<file path="config.mk">
export PLATFORM = sky130hd
export DESIGN_NAME = mem_march_tester_flat
export DESIGN_NICKNAME = d
export VERILOG_FILES = /design/src/rtl/mem_march_tester_if.sv /design/src/rtl/mem_march_tester.sv /design/src/flat_wrapper.sv
export SDC_FILE = /design/constraint.sdc
export NUM_CORES = 1
export LEC_CHECK = 0
export CAP_MARGIN = 20
export CORE_ASPECT_RATIO = 1.4
export CORE_MARGIN = 4
export CORE_UTILIZATION = 38
export CTS_BUF_LIST = sky130_fd_sc_hd__clkbuf_16
export DETAILED_ROUTE_END_ITERATION = 7
export PLACE_DENSITY = 0.58
export SETUP_SLACK_MARGIN = 0.5
export SYNTH_ARGS = -nofsm -noshare
export SYNTH_HDL_FRONTEND = slang
export SYNTH_SLANG_ARGS = --single-unit
</file>
<file path="constraint.sdc">
create_clock -name clk -period 3.1 [get_ports clk]
set_input_delay 0.62 -clock clk [delete_from_list [all_inputs] [get_ports clk]]
set_output_delay 0.62 -clock clk [all_outputs]
set_load 0.01 [all_outputs]
</file>
<file path="src/rtl/mem_march_tester_if.sv">
// Host command, read response and self-test status bundle for mem_march_tester.
// The host (master) issues commands and BIST starts; the tester (slave) answers.
interface mem_march_tester_if #(
    parameter int ADDR_BITS = 4,
    parameter int DATA_BITS = 8
);
    logic                 cmd_valid;
    logic                 cmd_ready;
    logic                 cmd_we;
    logic [ADDR_BITS-1:0] cmd_addr;
    logic [DATA_BITS-1:0] cmd_wdata;
    logic                 rd_valid;
    logic [DATA_BITS-1:0] rd_data;
    logic                 bist_start;
    logic                 bist_busy;
    logic                 bist_done;
    logic                 bist_pass;
    logic [ADDR_BITS-1:0] bist_fail_addr;

    modport master (
        output cmd_valid, cmd_we, cmd_addr, cmd_wdata, bist_start,
        input  cmd_ready, rd_valid, rd_data, bist_busy, bist_done, bist_pass, bist_fail_addr
    );

    modport slave (
        input  cmd_valid, cmd_we, cmd_addr, cmd_wdata, bist_start,
        output cmd_ready, rd_valid, rd_data, bist_busy, bist_done, bist_pass, bist_fail_addr
    );
endinterface

</file>
<file path="src/rtl/mem_march_tester.sv">
// Flop-array memory with a host port and a built-in March C- style self-test.
// Optional macro MEM_TEST_FAULT_INJECT_EN adds fault_en, forcing bit 0 of FAULT_ADDR reads high.
module mem_march_tester #(
    parameter int ADDR_BITS  = 4,
    parameter int DATA_BITS  = 8,
    parameter int FAULT_ADDR = 5
) (
    input  logic                clk,
    input  logic                rst,
`ifdef MEM_TEST_FAULT_INJECT_EN
    input  logic                fault_en,
`endif
    mem_march_tester_if.slave   bus
);
    localparam int DEPTH = 2 ** ADDR_BITS;
    localparam logic [ADDR_BITS-1:0] LAST_ADDR = ADDR_BITS'(DEPTH - 1);

    localparam logic [2:0] IDLE = 3'd0;
    localparam logic [2:0] W0   = 3'd1;
    localparam logic [2:0] R0W1 = 3'd2;
    localparam logic [2:0] R1W0 = 3'd3;
    localparam logic [2:0] R0   = 3'd4;
    localparam logic [2:0] DONE = 3'd5;

    logic [DATA_BITS-1:0] mem_q [DEPTH];

    logic [2:0]           state_q, state_d;
    logic [ADDR_BITS-1:0] addr_q, addr_d;
    logic                 phase_q, phase_d;
    logic                 done_q, done_d;
    logic                 pass_q, pass_d;
    logic [ADDR_BITS-1:0] failAddr_q, failAddr_d;
    logic                 rdValid_q, rdValid_d;
    logic [DATA_BITS-1:0] rdData_q, rdData_d;

    logic                 busy;
    logic                 hostAccept;
    logic                 memWe;
    logic [ADDR_BITS-1:0] memWaddr;
    logic [DATA_BITS-1:0] memWdata;
    logic [DATA_BITS-1:0] hostWord;
    logic [DATA_BITS-1:0] bistWord;

    function automatic logic [DATA_BITS-1:0] readWord(input logic [ADDR_BITS-1:0] a);
        logic [DATA_BITS-1:0] w;
        w = mem_q[a];
`ifdef MEM_TEST_FAULT_INJECT_EN
        if (fault_en && a == ADDR_BITS'(FAULT_ADDR)) begin
            w[0] = 1'b1;
        end
`endif
        return w;
    endfunction

    assign busy       = (state_q != IDLE) && (state_q != DONE);
    assign hostAccept = bus.cmd_valid && bus.cmd_ready;
    assign hostWord   = readWord(bus.cmd_addr);
    assign bistWord   = readWord(addr_q);

    assign bus.cmd_ready      = !busy && !bus.bist_start;
    assign bus.bist_busy      = busy;
    assign bus.bist_done      = done_q;
    assign bus.bist_pass      = pass_q;
    assign bus.bist_fail_addr = failAddr_q;
    assign bus.rd_valid       = rdValid_q;
    assign bus.rd_data        = rdData_q;

    // March sequencer: compare cycles may divert to DONE on the first mismatch
    always_comb begin
        state_d    = state_q;
        addr_d     = addr_q;
        phase_d    = phase_q;
        done_d     = done_q;
        pass_d     = pass_q;
        failAddr_d = failAddr_q;
        memWe      = 1'b0;
        memWaddr   = addr_q;
        memWdata   = '0;
        rdValid_d  = 1'b0;
        rdData_d   = rdData_q;

        case (state_q)
            IDLE, DONE: begin
                if (bus.bist_start) begin
                    state_d    = W0;
                    addr_d     = '0;
                    phase_d    = 1'b0;
                    done_d     = 1'b0;
                    pass_d     = 1'b0;
                    failAddr_d = '0;
                end else if (hostAccept) begin
                    if (bus.cmd_we) begin
                        memWe    = 1'b1;
                        memWaddr = bus.cmd_addr;
                        memWdata = bus.cmd_wdata;
                    end else begin
                        rdValid_d = 1'b1;
                        rdData_d  = hostWord;
                    end
                end
            end
            W0: begin
                memWe = 1'b1;
                if (addr_q == LAST_ADDR) begin
                    state_d = R0W1;
                    addr_d  = '0;
                end else begin
                    addr_d = addr_q + 1'b1;
                end
            end
            R0W1: begin
                if (!phase_q) begin
                    if (bistWord != '0) begin
                        state_d    = DONE;
                        done_d     = 1'b1;
                        failAddr_d = addr_q;
                    end else begin
                        phase_d = 1'b1;
                    end
                end else begin
                    memWe    = 1'b1;
                    memWdata = '1;
                    phase_d  = 1'b0;
                    if (addr_q == LAST_ADDR) begin
                        state_d = R1W0;
                    end else begin
                        addr_d = addr_q + 1'b1;
                    end
                end
            end
            R1W0: begin
                if (!phase_q) begin
                    if (bistWord != '1) begin
                        state_d    = DONE;
                        done_d     = 1'b1;
                        failAddr_d = addr_q;
                    end else begin
                        phase_d = 1'b1;
                    end
                end else begin
                    memWe   = 1'b1;
                    phase_d = 1'b0;
                    if (addr_q == '0) begin
                        state_d = R0;
                    end else begin
                        addr_d = addr_q - 1'b1;
                    end
                end
            end
            R0: begin
                if (bistWord != '0) begin
                    state_d    = DONE;
                    done_d     = 1'b1;
                    failAddr_d = addr_q;
                end else if (addr_q == LAST_ADDR) begin
                    state_d = DONE;
                    done_d  = 1'b1;
                    pass_d  = 1'b1;
                    addr_d  = '0;
                end else begin
                    addr_d = addr_q + 1'b1;
                end
            end
            default: state_d = IDLE;
        endcase
    end

    always_ff @(posedge clk) begin
        if (rst) begin
            state_q    <= IDLE;
            addr_q     <= '0;
            phase_q    <= 1'b0;
            done_q     <= 1'b0;
            pass_q     <= 1'b0;
            failAddr_q <= '0;
            rdValid_q  <= 1'b0;
            rdData_q   <= '0;
        end else begin
            state_q    <= state_d;
            addr_q     <= addr_d;
            phase_q    <= phase_d;
            done_q     <= done_d;
            pass_q     <= pass_d;
            failAddr_q <= failAddr_d;
            rdValid_q  <= rdValid_d;
            rdData_q   <= rdData_d;
        end
    end

    // Array contents survive reset so an aborted test leaves its partial pattern
    always_ff @(posedge clk) begin
        if (memWe && !rst) begin
            mem_q[memWaddr] <= memWdata;
        end
    end
endmodule

</file>
<file path="src/flat_wrapper.sv">
// flat-port wrapper written by rule: the top's interface ports become plain ports
module mem_march_tester_flat 
#(
    parameter int ADDR_BITS  = 4,
    parameter int DATA_BITS  = 8,
    parameter int FAULT_ADDR = 5
)
  (clk, rst, bus_cmd_valid, bus_cmd_we, bus_cmd_addr, bus_cmd_wdata, bus_bist_start, bus_cmd_ready, bus_rd_valid, bus_rd_data, bus_bist_busy, bus_bist_done, bus_bist_pass, bus_bist_fail_addr);
  mem_march_tester_if #(.ADDR_BITS(ADDR_BITS), .DATA_BITS(DATA_BITS)) bus_i ();
  input  logic clk;
  input  logic rst;
  input wire logic [$bits(bus_i.cmd_valid)-1:0] bus_cmd_valid;
  input wire logic [$bits(bus_i.cmd_we)-1:0] bus_cmd_we;
  input wire logic [$bits(bus_i.cmd_addr)-1:0] bus_cmd_addr;
  input wire logic [$bits(bus_i.cmd_wdata)-1:0] bus_cmd_wdata;
  input wire logic [$bits(bus_i.bist_start)-1:0] bus_bist_start;
  output wire logic [$bits(bus_i.cmd_ready)-1:0] bus_cmd_ready;
  output wire logic [$bits(bus_i.rd_valid)-1:0] bus_rd_valid;
  output wire logic [$bits(bus_i.rd_data)-1:0] bus_rd_data;
  output wire logic [$bits(bus_i.bist_busy)-1:0] bus_bist_busy;
  output wire logic [$bits(bus_i.bist_done)-1:0] bus_bist_done;
  output wire logic [$bits(bus_i.bist_pass)-1:0] bus_bist_pass;
  output wire logic [$bits(bus_i.bist_fail_addr)-1:0] bus_bist_fail_addr;
  assign bus_i.cmd_valid = bus_cmd_valid;
  assign bus_i.cmd_we = bus_cmd_we;
  assign bus_i.cmd_addr = bus_cmd_addr;
  assign bus_i.cmd_wdata = bus_cmd_wdata;
  assign bus_i.bist_start = bus_bist_start;
  assign bus_cmd_ready = bus_i.cmd_ready;
  assign bus_rd_valid = bus_i.rd_valid;
  assign bus_rd_data = bus_i.rd_data;
  assign bus_bist_busy = bus_i.bist_busy;
  assign bus_bist_done = bus_i.bist_done;
  assign bus_bist_pass = bus_i.bist_pass;
  assign bus_bist_fail_addr = bus_i.bist_fail_addr;
  mem_march_tester #(.ADDR_BITS(ADDR_BITS), .DATA_BITS(DATA_BITS), .FAULT_ADDR(FAULT_ADDR)) u_core (.clk(clk), .rst(rst), .bus(bus_i));
endmodule
</file>
Word level (Yosys, flattened, before mapping)
Memories as Yosys holds them, arrays and structs flattened. A register that Yosys moved wholly into a read port is not among the register bits.
Cells that the tools add are included.

storage, ports and cells
  bits in registers = 15
  latch bits = 0
  memory bits (writable) = 128
  bits in read-only memories = 0
  input port bits = 17
  output and inout bits = 17
  word-level logic and storage cells = 122
  memories = 1

operators by class
  $add $sub $neg = 2
  multiply operators = 0
  divide/modulo/power cells = 0
  $lt $le $gt $ge = 0
  equality and inequality tests = 25
  shift operators = 0
  muxes and demuxes = 58
  bitwise operators = 4
  reductions and logical operators = 25

memories
  name          depth  bits a word  rd ports  clocked after Yosys merged registers in  wr ports  line                    text
  u_core.mem_q  16     8            2         2                                        1         mem_march_tester.sv:25  logic [DATA_BITS-1:0] mem_q [DEPTH];

operators by type and width
  cell                                                 count
  two-way mux 4 bit                                    17
  two-way mux 8 bit                                    4
  two-way mux 3 bit                                    10
  AND reduction 7 bit                                  3
  one-hot mux 4 bit (5 select lines)                   1
  two-way mux 1 bit                                    19
  one-hot mux 4 bit (4 select lines)                   1
  one-hot mux 8 bit (2 select lines)                   1
  one-hot mux 3 bit (5 select lines)                   1
  != test 2 x 1 -> 1 bit, second input constant        6
  != test 2 bit, second input constant                 6
  != test 3 x 1 -> 1 bit, second input constant        3
  != test 3 bit, second input constant                 3
  != test 8 bit, second input constant                 1
  AND reduction 4 bit                                  2
  nonzero test 8 bit                                   1
  equality test 3 x 2 -> 1 bit, second input constant  2
  equality test 3 bit, second input constant           2
  one-hot mux 1 bit (3 select lines)                   2
  nonzero test 3 bit                                   2
  AND reduction 5 bit                                  1
  nonzero test 5 bit                                   1
  adder 4 x 1 -> 4 bit, second input constant          1
  equality test 4 bit, second input constant           1
  other kinds (14)                                     23

Depth between registers and ports, before layout
  depth after elaboration = 11
  mapped depth = 11
  gate-level depth less buffers = 8

Worst setup path after synthesis
Ideal clock, no wire load.

  path kind = flip-flop to flip-flop
  start point = reg u_core.state_q[2]
  end point = mem u_core.mem_q[12][0], enable pin
  setup time = 370 ps
  arrival time = 2825 ps
  data required time = 2730 ps
  path slack = -95 ps
  cell stages (with the launch flop) = 9
  path buffers = 2
  period minus slack after synthesis = 3195 ps
  cells stage by stage = dfxtp_1 > clkbuf_1 > xnor2_1 > nor3b_1 > and3_1 > clkbuf_1 > mux2i_1 > or3_1 > nor2_1

between the ends
  longest elaborated chain between the ends = 11
  elaborated cells between the ends (all ways) = 22
  classes of those cells = eq/ne (5); mux (8); reduce/logical (9)

RTL lines
  item                                                 line                     text
  from (decl)                                          mem_march_tester.sv:27   logic [2:0] state_q, state_d;
  from (signal assigned)                               mem_march_tester.sv:179  state_q <= state_d;
  != test 3 bit or nonzero test 3 bit (tied branches)  mem_march_tester.sv:55   assign busy = (state_q != IDLE) && (state_q != DONE);
  logical AND 1 bit (*)                                mem_march_tester.sv:55
  logical NOT 1 bit (*)                                mem_march_tester.sv:60   assign bus.cmd_ready = !busy && !bus.bist_start;
  logical AND 1 bit (*)                                mem_march_tester.sv:60
  net bus_cmd_ready                                    flat_wrapper.sv:17       output wire logic [$bits(bus_i.cmd_ready)-1:0] bus_cmd_ready;
  logical AND 1 bit (*)                                mem_march_tester.sv:56   assign hostAccept = bus.cmd_valid && bus.cmd_ready;
  two-way mux 1 bit                                    mem_march_tester.sv:91   end else if (hostAccept) begin
  two-way mux 1 bit                                    mem_march_tester.sv:84   if (bus.bist_start) begin
  one-hot mux 1 bit (3 select lines)                   mem_march_tester.sv:82   case (state_q)
  logical AND 1 bit                                    mem_march_tester.sv:192  if (memWe && !rst) begin
  two-way mux 1 bit                                    mem_march_tester.sv:192
  two-way mux 1 bit (not written as such)              mem_march_tester.sv:193  mem_q[memWaddr] <= memWdata;
  to (decl)                                            mem_march_tester.sv:25

The timed path passes the listed nets; every way through them passes the cells marked *.

==> results.txt <==
The run gives 0.881 as the final RePlAce weighted congestion. The detailed-route vias per instance is 5.73, and the register share of total power is 36.7%. The final hold violation count came out at 0.

The dominant synthesized flop cell is sky130_fd_sc_hd__edfxtp_1. Across the VDD grid, the largest voltage drop is 0.480 mV. The tools report the worst relative slew slack as 35.7%. Area of the die: 22,300 um^2.

The data required time of the critical path was 3.46 ns; the clock latency of the later-clocked register in the worst-skew pair was 0.43 ns. Across all hold checks on the routed design, the worst slack comes to 0.452 ns. The path type of the worst min-delay path was flop to flop. Endpoint type of the worst setup path: a flop.

The largest clock skew in the final design is 0.00658 ns, and the data arrival time of the critical path is 3.28 ns. The design draws 6.81 mW. The startpoint identified for the worst hold timing path is u_core.bus.rd_data[0]. The via count of the first global-routing pass is 5,008. The number of antenna violations at the first check in global routing was 0; the cell count of the worst reg-to-reg path was 11.

The clock network accounts for 29.4% of the total power. The power density normalized to cell area came out at 715 nW/um^2. The tool flagged a number of max-cap violations equal to 0. Combinational logic is responsible for 33.9% of the overall power.

For the post-detailed-placement half-perimeter wirelength, the log shows 14,300 um. Timing would allow up to 343 MHz. The switching part of the total came out at 31.4%. Setup repair after global routing could not meet its margin everywhere. From bottom edge to top edge, the die measures 175 um. The area after detailed placement was 8560 um^2; the total global routing overflow was 0.

TritonCTS built the clock tree. The effective utilization at floorplan is 38.9%. The critical-path maximum fanout works out to 5.

Once detail routing completed, the nets flagged for antenna violations numbered 0. After routing the design area is 9510 um^2. On the critical path, the stage with the largest delay is an instance of sky130_fd_sc_hd__or4_4.

STA classifies the critical path startpoint as a flop. The total area inside the core boundary comes to 19,400 um^2. Synthesis instantiated 54 different standard cells from the library. The tools report the portion of the post-synthesis area used by sequential elements as 57.9%. The clock passes through at most 2 buffers. The critical path is of the flop to flop type.

The depth of the worst hold-timing path was 2. Clock tree synthesis selected as its root buffer the cell sky130_fd_sc_hd__clkbuf_16. The floorplan has 60 rows.

The yosys synthesis warning count was 0; the final net count was 598. The wire length per cell after detailed routing is 23.7 um, and the final count of negative-setup-slack endpoints is 0. Number of antenna cells inserted: 0. The first global-routing pass estimated 30,200 um of wire.

The worst hold path terminates at u_core.bus.rd_data[0]. The register-to-register setup slack is 0.18 ns. The detailed router's first-iteration violation count was 410. In the routed design, unresolved DRC markers number 0. The smallest clock period supported by the final layout is computed as 2.92 ns.

The share of layout cells above drive strength 1 is 36.0%, and the routed wire length is 19,900 um. After layout, the worst path uses 94.1% of the clock period. The switching power came out at 2.14 mW.

The flow ran to the end, and the final reports show no timing, DRC or antenna violations. Entering global routing, the biggest net connects 37 pins. After synthesis, the share of flip-flops with an asynchronous set or reset is 0%.

The netlist area before placement came out at 7570 um^2. For this run, the total global-route usage over all layers was measured as 18.3%. The clock-pin transition on the worst setup and hold timing paths works out to 0.06 ns. At the pin with the least slew margin, the transition time is 0.964 ns. For the utilization after layout, the log shows 48.9%.

The top cell type by area accounts for 50.8% of the synthesized area. Together, buffers and inverters on the worst path number 3. Counting every sink on the clock net gives 155.

sky130_fd_sc_hd__edfxtp_1 takes more of the synthesized area than any other cell. The detailed router placed 4,816 vias in this run. After filler insertion, the fill cell instance count of the layout stands at 1,608.

Walking the worst path, the cells encountered are buf_12, buf_12, mux4_2, a22oi_2, nand2_1, or4_4, nor3_4, o21ai_4, buf_6, or3_4, a21oi_2. The clock tree synthesis step divided the H-tree into 4 levels. The first detailed-routing pass took 5 iterations. In this run the count of I/O pins placed on the die edge is 34. The number of max-slew violations in the final report is 0. The setup TNS was 0 ns; the number of enable-type register cells in the synthesized netlist was 128. Post-synthesis sequential element count: 155. The chip width was 127 um; the total clock buffers created by CTS was 17. The number of hold-repair buffers added at the cts stage was 0; the internal power consumption was 4.67 mW. Counting every instance in the synthesized netlist gives 498. The count of buffers inserted at the top-level ports is 33.

The kind of cell adding the most delay to the critical path was simple AND/OR/NAND/NOR gates. The total nets after synthesis was 517; the largest incremental delay on the critical path was 0.54 ns. The run gives 3.19 nW as the total leakage power. Among the stages of the critical path, the cell type that occurs most often is sky130_fd_sc_hd__buf_12.

Yosys attributes the largest share of cell area to sky130_fd_sc_hd__edfxtp_1, sky130_fd_sc_hd__mux4_2, sky130_fd_sc_hd__dfxtp_1, sky130_fd_sc_hd__mux4_1, sky130_fd_sc_hd__nor2_1. The synthesized area per cell was 15.2 um^2; the synthesis-to-layout area growth was 25.6%.
## cell usage after synthesis, types with 3 or more instances
cell,n
sky130_fd_sc_hd__edfxtp_1,128
sky130_fd_sc_hd__a21o_1,8
sky130_fd_sc_hd__o21ai_0,12
sky130_fd_sc_hd__nor2b_1,7
sky130_fd_sc_hd__a22oi_1,10
sky130_fd_sc_hd__nand2_1,36
sky130_fd_sc_hd__buf_1,5
sky130_fd_sc_hd__a221oi_1,6
sky130_fd_sc_hd__nor2_1,40
sky130_fd_sc_hd__clkbuf_1,16
sky130_fd_sc_hd__a211oi_1,5
sky130_fd_sc_hd__nand2b_1,11
sky130_fd_sc_hd__inv_1,7
sky130_fd_sc_hd__nor3_1,3
sky130_fd_sc_hd__a21oi_1,29
sky130_fd_sc_hd__buf_2,3
sky130_fd_sc_hd__mux4_1,9
sky130_fd_sc_hd__buf_6,3
sky130_fd_sc_hd__and3_1,4
sky130_fd_sc_hd__nand3_1,7
sky130_fd_sc_hd__or3_1,3
sky130_fd_sc_hd__dfxtp_1,27
sky130_fd_sc_hd__mux4_2,60
sky130_fd_sc_hd__a31oi_1,5
sky130_fd_sc_hd__nor3b_1,3
sky130_fd_sc_hd__mux2i_1,11
sky130_fd_sc_hd__a22o_1,5
## registers in the layout, summed over array words and instances (netlist names), named ones only
signal	flops
u_core.addr_q	4
u_core.bus.bist_done	1
u_core.bus.bist_fail_addr	4
u_core.bus.bist_pass	1
u_core.bus.rd_data	8
u_core.bus.rd_valid	1
u_core.mem_q	128
u_core.phase_q	1
u_core.state_q	3
## stage by stage
| stage | instances | worst slack (ns) |
|---|---|---|
| finish | 840 | 0.183 |
| CTS | 839 | 0.113 |
| floorplan | 498 | 0.312 |
| detailed placement | 792 | -0.0123 |
| global placement | 792 | -0.0663 |
| global route | 840 | 0.0597 |
## how the worst max path moves through the flow
stage / end / slack [ns] / cells past startpoint
final: flop / 0.18 / 11
after global routing: flop / 0.06 / 11
after CTS: flop / 0.11 / 10
after detailed placement: u_core.mem_q[3][2] / -0.01 / 7
after global placement: u_core.mem_q[3][3] / -0.07 / 7
after floorplan: u_core.state_q[2] / 0.31 / 10
## cells by family (layout without fill, tap and decap cells)
kind of cell | count (synthesis) | count (layout) | synth area share [%]
DFF | 155 | 155 | 57.9
and+or+nand+nor | 126 | 126 | 8.08
AOI/OAI and AO/OA | 92 | 92 | 7.98
muxes | 80 | 80 | 22.4
buffers and inverters | 40 | 134 | 2.93
xor gates and xnor gates | 3 | 3 | 0.347
adders and majority gates | 2 | 2 | 0.330
## power groups by stage
stage | Sequential (mW) | Clock [mW] | Combinational [mW]
floorplan | 2.47 | 0 | 1.42
global placement | 2.52 | 0 | 2.00
detailed placement | 2.53 | 0 | 2.00
CTS | 2.49 | 2.03 | 2.25
global route | 2.51 | 2.11 | 2.47
finish | 2.50 | 2.00 | 2.31
## layer usage
metal | global-route usage [%] | vias up | share of wire (%)
met5 | 0 | - | 0
met4 | 6.04 | 0 | 2.5
met3 | 3.36 | 35 | 4.3
met2 | 33.5 | 145 | 55
met1 | 21.5 | 2459 | 38
li1 | - | 2177 | -
## worst register-to-register path, delay by kind of cell (launching register included)
family	cells	cell delay (ns)
compound gates	3	0.39
simple gates	4	1.19
buf+inv	3	0.38
mux	1	0.51
flops	1	0.37
## cells in the final DEF (no fill, tap or decap), types with 4 or more instances in the layout
master	netlist	layout
sky130_fd_sc_hd__dfxtp_1	27	25
sky130_fd_sc_hd__buf_6	3	5
sky130_fd_sc_hd__edfxtp_1	128	128
sky130_fd_sc_hd__nor2b_1	7	7
sky130_fd_sc_hd__mux4_2	60	65
sky130_fd_sc_hd__clkdlybuf4s50_1	0	30
sky130_fd_sc_hd__nor2_1	40	25
sky130_fd_sc_hd__a22oi_2	0	8
sky130_fd_sc_hd__nand3_1	7	6
sky130_fd_sc_hd__nor2_2	0	6
sky130_fd_sc_hd__a21oi_1	29	26
sky130_fd_sc_hd__buf_12	1	16
sky130_fd_sc_hd__buf_4	1	41
sky130_fd_sc_hd__inv_1	7	8
sky130_fd_sc_hd__o21ai_0	12	8
sky130_fd_sc_hd__a22o_1	5	5
sky130_fd_sc_hd__a211oi_1	5	5
sky130_fd_sc_hd__nor2_4	0	9
sky130_fd_sc_hd__a31oi_2	0	4
sky130_fd_sc_hd__mux4_1	9	4
sky130_fd_sc_hd__nand2_1	36	35
sky130_fd_sc_hd__clkbuf_16	0	17
sky130_fd_sc_hd__a21o_1	8	8
sky130_fd_sc_hd__nand2b_1	11	11
sky130_fd_sc_hd__mux2i_1	11	9
## cell type report
class	count	area (um^2)	area share, %
well taps	248	310	3.26
repair buffers	95	1000	10.5
multi-input cells	303	3210	33.8
inverters	7	26.3	0.276
clock inverters	15	141	1.49
flip-flops and latches	155	4390	46.2
clock buffers	17	425	4.47
## timing repair
item,CTS,global route
endpoints found under the setup margin,90,108
setup buffers,15,1
pin swaps,16,4
resized for setup,31,18
Note: power is estimated with default switching activity, not from simulation.
